File: src/rtl/cfa_addr_gen_p.sv
// ROI scan address generator for CFA frames: raster or serpentine walk over
// rows rowMin..rowMax and columns colMin..colMax, one pixel per accepted en.
module cfa_addr_gen_p #(
   parameter int          ROW_W     = 11,
   parameter int          COL_W     = 11,
   parameter int          ADDR_W    = 22,
   parameter logic [1:0]  BAYER_PAT = 2'b00
) (
   input  logic              clk,
   input  logic              rst,
   input  logic              start,
   input  logic [ROW_W-1:0]  rowMin,
   input  logic [ROW_W-1:0]  rowMax,
   input  logic [COL_W-1:0]  colMin,
   input  logic [COL_W-1:0]  colMax,
   input  logic [ADDR_W-1:0] base,
   input  logic [ADDR_W-1:0] stride,
   input  logic              serp,
   input  logic              en,
   output logic [ADDR_W-1:0] address,
   output logic              addressValid,
   output logic              ready,
   output logic              rowUpdateFlag,
   output logic              colUpdateFlag,
   output logic [ROW_W-1:0]  row,
   output logic [COL_W-1:0]  col,
   output logic [1:0]        bayerPhase,
   output logic              frameDone
);

   typedef enum logic [1:0] {
      S_IDLE  = 2'd0,
      S_EMPTY = 2'd1,
      S_RUN   = 2'd2,
      S_DONE  = 2'd3
   } state_e;

   localparam logic [ROW_W-1:0]  ROW_ONE  = ROW_W'(1'b1);
   localparam logic [COL_W-1:0]  COL_ONE  = COL_W'(1'b1);
   localparam logic [ADDR_W-1:0] ADDR_ONE = ADDR_W'(1'b1);

   state_e              state_q, state_d;
   logic [ROW_W-1:0]    rowMax_q, rowMax_d;
   logic [COL_W-1:0]    colMin_q, colMin_d;
   logic [COL_W-1:0]    colMax_q, colMax_d;
   logic [ADDR_W-1:0]   stride_q, stride_d;
   logic [ADDR_W-1:0]   width_q, width_d;
   logic                serp_q, serp_d;
   logic                rev_q, rev_d;
   logic                odd_q, odd_d;
   logic [ADDR_W-1:0]   lineAddr_q, lineAddr_d;
   logic [ADDR_W-1:0]   addr_q, addr_d;
   logic [ROW_W-1:0]    row_q, row_d;
   logic [COL_W-1:0]    col_q, col_d;
   logic                valid_q, valid_d;
   logic                ready_q, ready_d;
   logic                rowUpd_q, rowUpd_d;
   logic                colUpd_q, colUpd_d;
   logic [1:0]          phase_q, phase_d;
   logic                done_q, done_d;

   logic [COL_W-1:0]    width_s;
   logic [ADDR_W-1:0]   nextLine_s;
   logic                rowEnd_s;

   assign width_s    = colMax - colMin;
   assign nextLine_s = lineAddr_q + stride_q;
   // rev_q marks a right-to-left row, so its end is at colMin
   assign rowEnd_s   = rev_q ? (col_q == colMin_q) : (col_q == colMax_q);

   // Next-state and next-output computation
   always_comb begin
      state_d    = state_q;
      rowMax_d   = rowMax_q;
      colMin_d   = colMin_q;
      colMax_d   = colMax_q;
      stride_d   = stride_q;
      width_d    = width_q;
      serp_d     = serp_q;
      rev_d      = rev_q;
      odd_d      = odd_q;
      lineAddr_d = lineAddr_q;
      addr_d     = addr_q;
      row_d      = row_q;
      col_d      = col_q;
      valid_d    = valid_q;
      ready_d    = ready_q;
      rowUpd_d   = 1'b0;
      colUpd_d   = 1'b0;
      done_d     = 1'b0;

      case (state_q)
         S_IDLE: begin
            ready_d = 1'b1;
            valid_d = 1'b0;
            if (start) begin
               rowMax_d = rowMax;
               colMin_d = colMin;
               colMax_d = colMax;
               stride_d = stride;
               width_d  = ADDR_W'(width_s);
               serp_d   = serp;
               ready_d  = 1'b0;
               if ((rowMax < rowMin) || (colMax < colMin)) begin
                  state_d = S_EMPTY;
               end else begin
                  state_d    = S_RUN;
                  valid_d    = 1'b1;
                  addr_d     = base;
                  lineAddr_d = base;
                  row_d      = rowMin;
                  col_d      = colMin;
                  rev_d      = 1'b0;
                  odd_d      = 1'b0;
               end
            end else begin
               state_d = S_IDLE;
            end
         end
         S_EMPTY: begin
            state_d = S_DONE;
            done_d  = 1'b1;
         end
         S_RUN: begin
            if (en) begin
               if (rowEnd_s) begin
                  if (row_q == rowMax_q) begin
                     state_d = S_DONE;
                     valid_d = 1'b0;
                     done_d  = 1'b1;
                  end else begin
                     row_d      = row_q + ROW_ONE;
                     lineAddr_d = nextLine_s;
                     odd_d      = ~odd_q;
                     rowUpd_d   = 1'b1;
                     // Entering an odd row offset in serpentine mode: start at colMax
                     if (serp_q && !odd_q) begin
                        rev_d  = 1'b1;
                        col_d  = colMax_q;
                        addr_d = nextLine_s + width_q;
                     end else begin
                        rev_d  = 1'b0;
                        col_d  = colMin_q;
                        addr_d = nextLine_s;
                     end
                  end
               end else begin
                  colUpd_d = 1'b1;
                  if (rev_q) begin
                     col_d  = col_q - COL_ONE;
                     addr_d = addr_q - ADDR_ONE;
                  end else begin
                     col_d  = col_q + COL_ONE;
                     addr_d = addr_q + ADDR_ONE;
                  end
               end
            end else begin
               state_d = S_RUN;
            end
         end
         S_DONE: begin
            state_d = S_IDLE;
            ready_d = 1'b1;
         end
         default: begin
            state_d = S_IDLE;
            ready_d = 1'b1;
            valid_d = 1'b0;
         end
      endcase

      phase_d = {row_d[0] ^ BAYER_PAT[1], col_d[0] ^ BAYER_PAT[0]};
   end

   // State and output registers
   always_ff @(posedge clk or negedge rst) begin
      if (!rst) begin
         state_q    <= S_IDLE;
         rowMax_q   <= '0;
         colMin_q   <= '0;
         colMax_q   <= '0;
         stride_q   <= '0;
         width_q    <= '0;
         serp_q     <= 1'b0;
         rev_q      <= 1'b0;
         odd_q      <= 1'b0;
         lineAddr_q <= '0;
         addr_q     <= '0;
         row_q      <= '0;
         col_q      <= '0;
         valid_q    <= 1'b0;
         ready_q    <= 1'b1;
         rowUpd_q   <= 1'b0;
         colUpd_q   <= 1'b0;
         phase_q    <= 2'b00;
         done_q     <= 1'b0;
      end else begin
         state_q    <= state_d;
         rowMax_q   <= rowMax_d;
         colMin_q   <= colMin_d;
         colMax_q   <= colMax_d;
         stride_q   <= stride_d;
         width_q    <= width_d;
         serp_q     <= serp_d;
         rev_q      <= rev_d;
         odd_q      <= odd_d;
         lineAddr_q <= lineAddr_d;
         addr_q     <= addr_d;
         row_q      <= row_d;
         col_q      <= col_d;
         valid_q    <= valid_d;
         ready_q    <= ready_d;
         rowUpd_q   <= rowUpd_d;
         colUpd_q   <= colUpd_d;
         phase_q    <= phase_d;
         done_q     <= done_d;
      end
   end

   assign address       = addr_q;
   assign addressValid  = valid_q;
   assign ready         = ready_q;
   assign rowUpdateFlag = rowUpd_q;
   assign colUpdateFlag = colUpd_q;
   assign row           = row_q;
   assign col           = col_q;
   assign bayerPhase    = phase_q;
   assign frameDone     = done_q;

endmodule

File: config.mk
export PLATFORM = sky130hd
export DESIGN_NAME = cfa_addr_gen_p
export DESIGN_NICKNAME = d
export VERILOG_FILES = /design/src/rtl/cfa_addr_gen_p.sv
export SDC_FILE = /design/constraint.sdc
export NUM_CORES = 1
export LEC_CHECK = 0
export ABC_AREA = 1
export CORE_MARGIN = 3
export CORE_UTILIZATION = 35
export CTS_CLUSTER_DIAMETER = 200
export DETAILED_ROUTE_END_ITERATION = 12
export HOLD_SLACK_MARGIN = 0.12
export PLACE_DENSITY_LB_ADDON = 0.25
export SLEW_MARGIN = 20
export SYNTH_ARGS = -nofsm -noshare
export SYNTH_HDL_FRONTEND = slang
export SYNTH_SLANG_ARGS = --single-unit
File: constraint.sdc
create_clock -name clk -period 5.7 [get_ports clk]
set_clock_uncertainty 0.1 [all_clocks]
set_input_delay 1.14 -clock clk [delete_from_list [all_inputs] [get_ports clk]]
set_output_delay 1.14 -clock clk [all_outputs]
set_load 0.005 [all_outputs]
# After elaboration in Yosys (flattened, before gate mapping)
# Index checks and enable logic that the tools add are counted.
# totals
in_bits	93
register_bits	144
# op_classes
mux	63
addsub	8
eq_ne	15
order_cmp	2
n_reduce_logical	11
bitwise	1
# op_table
operator	count
$mux W22	10
$mux W11	12
$pmux W22 S2	2
$pmux W11 S2	2
$eq A11 B11 Y1	3
$mux W1	26
$add A11 B1 Y11 const B	2
$add A22 B1 Y22 const B	1
$add A22 B11 Y22	1
$add A22 B22 Y22	1
$lt A11 B11 Y1	2
$sub A22 B1 Y22 const B	1
$ne A2 B2 Y1 const B	6
$sub A11 B1 Y11 const B	1
$sub A11 B11 Y11	1
$mux W2	5
$pmux W1 S2	5
$ne A3 B3 Y1 const B	3
$pmux W2 S4	1
$reduce_and A6 Y1	1
$reduce_and A5 Y1	1
$eq A2 B2 Y1 const B	2
$reduce_and A2 Y1	2
$reduce_and A4 Y1	1
7 further kinds	8

# Longest topological paths before layout
# depth
word_depth	7
depth_mapped	26

# Least setup slack after synthesis
# No wires, ideal clock.
# synth_path
path_type	register to register
start	register stride_q[0]
end	register addr_q[18], in the netlist address[18]
slack_ns	2.533
synth_period_minus_slack_ns	3.167
t_required_ns	5.522
path_stages_with_launch	27
t_arrival_ns	2.990
path_cell_list	dfrtp_1 > ha_1 > inv_1 > fa_1 > inv_1 > nand3_1 > nand2_1 > nand2_1 > nand2_1 > xor2_1 > ha_1 > nand2_1 > nor2_1 > nand3_1 > nand3_1 > nand2_1 > inv_1 > nor2_1 > nor2_1 > nand2_1 > nor2_1 > nand2_1 > nand2_1 > nand3_1 > nand2_1 > nand2_1 > a21boi_1
# synth_via
elab_chain_len	7
# synth_lines
element	line	source
start: declaration	46	logic [ADDR_W-1:0] stride_q, stride_d;
start signal: assignment	202	stride_q <= stride_d;
$add A22 B22 Y22 *	67	assign nextLine_s = lineAddr_q + stride_q;
$add A22 B11 Y22	140	addr_d = nextLine_s + width_q;
$mux W22 *	137	if (serp_q && !odd_q) begin
$mux W22 *	127	if (row_q == rowMax_q) begin
$mux W22 *	126	if (rowEnd_s) begin
$mux W22 *	125	if (en) begin
$pmux W22 S2 *	92	case (state_q)
end signal: assignment	208	addr_q <= addr_d;
end: declaration	52	logic [ADDR_W-1:0] addr_q, addr_d;
# Mark *: on every way between the ends. The rest lies on a longest branch, timed or not. The select of a mux whose other input is x is not followed.
# A chain may end at the register's enable or synchronous reset.

# Worst setup path after layout
# layout_path
start	register lineAddr_q[0]
end	register addr_q[15], in the netlist address[15]
# layout_via
elab_chain_len	7
# layout_lines
element	line	source
start: declaration	51	logic [ADDR_W-1:0] lineAddr_q, lineAddr_d;
start signal: assignment	207	lineAddr_q <= lineAddr_d;
$add A22 B22 Y22 *	67	
$add A22 B11 Y22	140	
$mux W22 *	137	
$mux W22 *	127	
$mux W22 *	126	
$mux W22 *	125	
$pmux W22 S2 *	92	
# Marks and branches as above.

==> impl_metrics.py <==
metrics = {
    "yosys": {
        "synth_warnings": 0,
        "async_flop_share_pct": 100,
        "syn_area_sq_um": 11600,
        "synth-seq-cells": 142,
        "synth_seq_area_share_pct": 30.6,
        "synth-main-ff-cell": "dfrtp_1",
        "synth.avg_cell_area_sq_um": 6.71,
        "synth_nets": 1918,
        "synth_cell_type_count": 50,
        "netlist_instances": 1732,
        "synth-edff-count": 0,
    },
    "timing": {
        "setup_viol": 0,
        "drv_slew": 0,
        "finalSetupTns_ps": 0,
        "min_period_ps": 4050,
        "period_share_pct": 71.1,
        "max_freq_mhz": 247,
        "rsz0062_at_grt": "no",
        "worst_slack_ps": 1650,
        "worst_pin_slew_ps": 981,
        "hold_viol": 0,
        "relSlewSlack_pct": 34.6,
    },
    "route": {
        "dr.pass1.iters": 5,
        "vias_per_cell": 4.96,
        "postRouteAntennaNets": 0,
        "remaining_drc_errors": 0,
        "drt-initial-drc-count": 658,
        "totalWireLength_um": 36900,
        "wl_per_cell_um": 16.0,
        "vias": 11400,
    },
    "die": {
        "pin_count": 144,
        "die-width_um": 188,
        "die_area_sq_um": 35400,
        "num_rows": 66,
        "core_area_sq_um": 32600,
        "dieHeight_um": 188,
        "start_util_pct": 35.6,
    },
    "global_route": {
        "grt_max_degree": 101,
        "grt_overflow": 0,
        "grt_antenna_before_repair": 0,
        "first_global_vias": 11500,
        "grt_pass1_wl_um": 60300,
        "grt_util_all_layers_pct": 21.2,
    },
    "power": {
        "peakVddDrop_mv": 0.279,
        "p_leak_uw": 0.00714,
        "power.density_nw_per_um2": 625,
    },
    "clock_network": {
        "cts-hold-fix-buffers": 0,
        "root_buffer": "clkbuf_16",
        "clock-sinks": 142,
        "cts_tree": "done",
        "clk_path_buf_depth": 2,
        "numCtsBuffers": 17,
        "post_cts_buffers": 0,
        "cts_htree_levels": 4,
        "path_clk_slew_ps": 60,
        "cts.repair.resized": 0,
        "insertion_delay_ps": 440,
    },
    "final_layout": {
        "post-route-util_pct": 42.9,
        "diodes": 0,
        "stdcell_count": 2308,
        "drive_gt1_share_pct": 3.97,
        "most-common-layout-cells": "nand2_1 (623), inv_1 (205), o21ai_0 (152)",
        "final_common_cell": "nand2_1",
        "syn2layout_area_growth_pct": 20.5,
        "nNetsFinal": 2039,
    },
    "setup_path": {
        "slowest_delay_ps": 410,
        "worstSetupPathType": "flip-flop to flip-flop",
        "critical_path.top_delay_family": "simple AND/OR/NAND/NOR gates",
        "crit_buf_inv": 3,
        "cp-start-kind": "flip-flop",
        "crit_fanout": 5,
        "cp.arrival_ps": 4280,
        "path_cells": "ha_1 -> inv_1 -> fa_1 -> inv_1 -> nand3_1 -> nand2_1 -> nand2_1 -> nand2_1 -> xor2_1 -> ha_1 -> nand2_1 -> inv_1 -> nand2_1 -> nand2_1 -> nand2_1 -> nand4_1 -> nand2_1 -> nor2_1 -> nand3_1 -> o21ai_0 -> o21ai_0 -> nand2_1 -> a21boi_1",
        "end_kind": "flip-flop",
        "slowest_stage": "fa_1",
        "required_ps": 5920,
        "cpMostUsedCell": "nand2_1",
    },
    "placed_design": {
        "dp_hpwl_um": 28800,
        "place_congestion": 0.913,
        "pre_cts_ws_ps": 1330,
        "dp_cells": 2276,
        "io_buffer_count": 143,
    },
    "status": {
        "status": "completed",
    },
    "min_path": {
        "hold_path.class": "flip-flop to flip-flop",
    },
    "flow_run": {
        "maxCapViolCount": 0,
    },
}
-- worst register-to-register path, stage by stage, from the launching register on --
cell	delay, ps
dfrtp_1	370
ha_1	250
inv_1	80
fa_1	410
inv_1	100
nand3_1	70
nand2_1	170
nand2_1	70
nand2_1	100
xor2_1	320
ha_1	260
nand2_1	90
inv_1	80
nand2_1	60
nand2_1	50
nand2_1	50
nand4_1	80
nand2_1	70
nor2_1	230
nand3_1	220
o21ai_0	390
o21ai_0	160
nand2_1	100
a21boi_1	60
-- sequential cells by signal, summed over array words and instances, names as in the netlist, 11 cells and up, named ones only --
signal and cells:
width_q 11, rowMax_q 11, stride_q 22, colMax_q 11
colMin_q 11, lineAddr_q 22, address 22
-- area by class of cell --
class / instances / area, sq um
repair buffers: 154 / 1520
fillers: 3455 / 18600
flip-flops and latches: 142 / 3550
inverters: 209 / 785
well taps: 442 / 553
clock buffers: 17 / 425
multi-input cells: 1329 / 7000
clock inverters: 15 / 159
-- metrics by stage --
stage	area, sq um	hold slack (ps)	total power, uW
2_1_floorplan	11600	346	5960
3_3_place_gp	13400	373	7550
3_5_place_dp	13400	374	7610
4_1_cts	14000	390	8820
5_1_grt	14000	409	9680
6_report	14000	387	8750
-- cell families after synthesis --
family / synth area share (%)
AO/OA/AOI/OAI: 15.5
flip-flops: 30.6
buffers and inverters: 9.19
AND/OR/NAND/NOR: 29.4
XOR/XNOR: 4.98
adder cells (fa/ha/maj): 10.3
-- path summary, 6_finish.rpt --
path / from / end / slack, ps / cells after the start
max: lineAddr_q[0] / address[15] / 1650 / 23
min: colMax_q[1] / colMax_q[1] / 390 / 2
max reg2reg: lineAddr_q[0] / address[15] / 1650 / 23
min reg2reg: colMax_q[1] / colMax_q[1] / 390 / 2
max in group asynchronous: rst / rowMax_q[4] / 3580 / 2
min in group asynchronous: rst / stride_q[11] / 700 / 1
-- synth_stat cells (4+ instances only) --
cell type,n,share of area [%]
nor2_1,92,3.0
a21boi_1,5,0.32
xnor2_1,26,2.0
a21oi_1,88,3.8
o21ai_2,6,0.45
o211ai_1,20,1.3
nand4_1,12,0.65
o21bai_1,4,0.26
nand3_1,80,3.4
o21ai_0,152,6.5
clkbuf_1,25,0.81
inv_1,206,6.7
ha_1,88,9.5
nand2_1,624,20
buf_6,6,0.58
buf_2,9,0.39
nor3_1,14,0.60
nand3b_1,4,0.26
dfrtp_1,141,30
buf_4,5,0.32
buf_1,5,0.16
o21ai_1,4,0.17
o21a_1,5,0.32
a21o_1,5,0.32
o22ai_1,11,0.59
xor2_1,40,3.0
a31oi_1,6,0.32
nand2_2,7,0.38
fa_1,5,0.86
or2_2,4,0.22
-- routing by layer --
metal	share of wire, %	vias to the layer above	global-route usage (%)
li1	-	5841	-
met1	45	5261	27.0
met5	0	-	0
met4	2.3	0	6.12
met3	4.4	45	3.26
met2	49	300	37.1
-- power breakdown --
group | internal [uW] | leakage [uW] | total [uW] | switching (uW)
combinational | 2090 | 0.00507 | 5730 | 3640
clock | 650 | 0.000286 | 1150 | 504
sequential | 1460 | 0.00179 | 1860 | 397
Note: power is estimated with default switching activity, not from simulation.
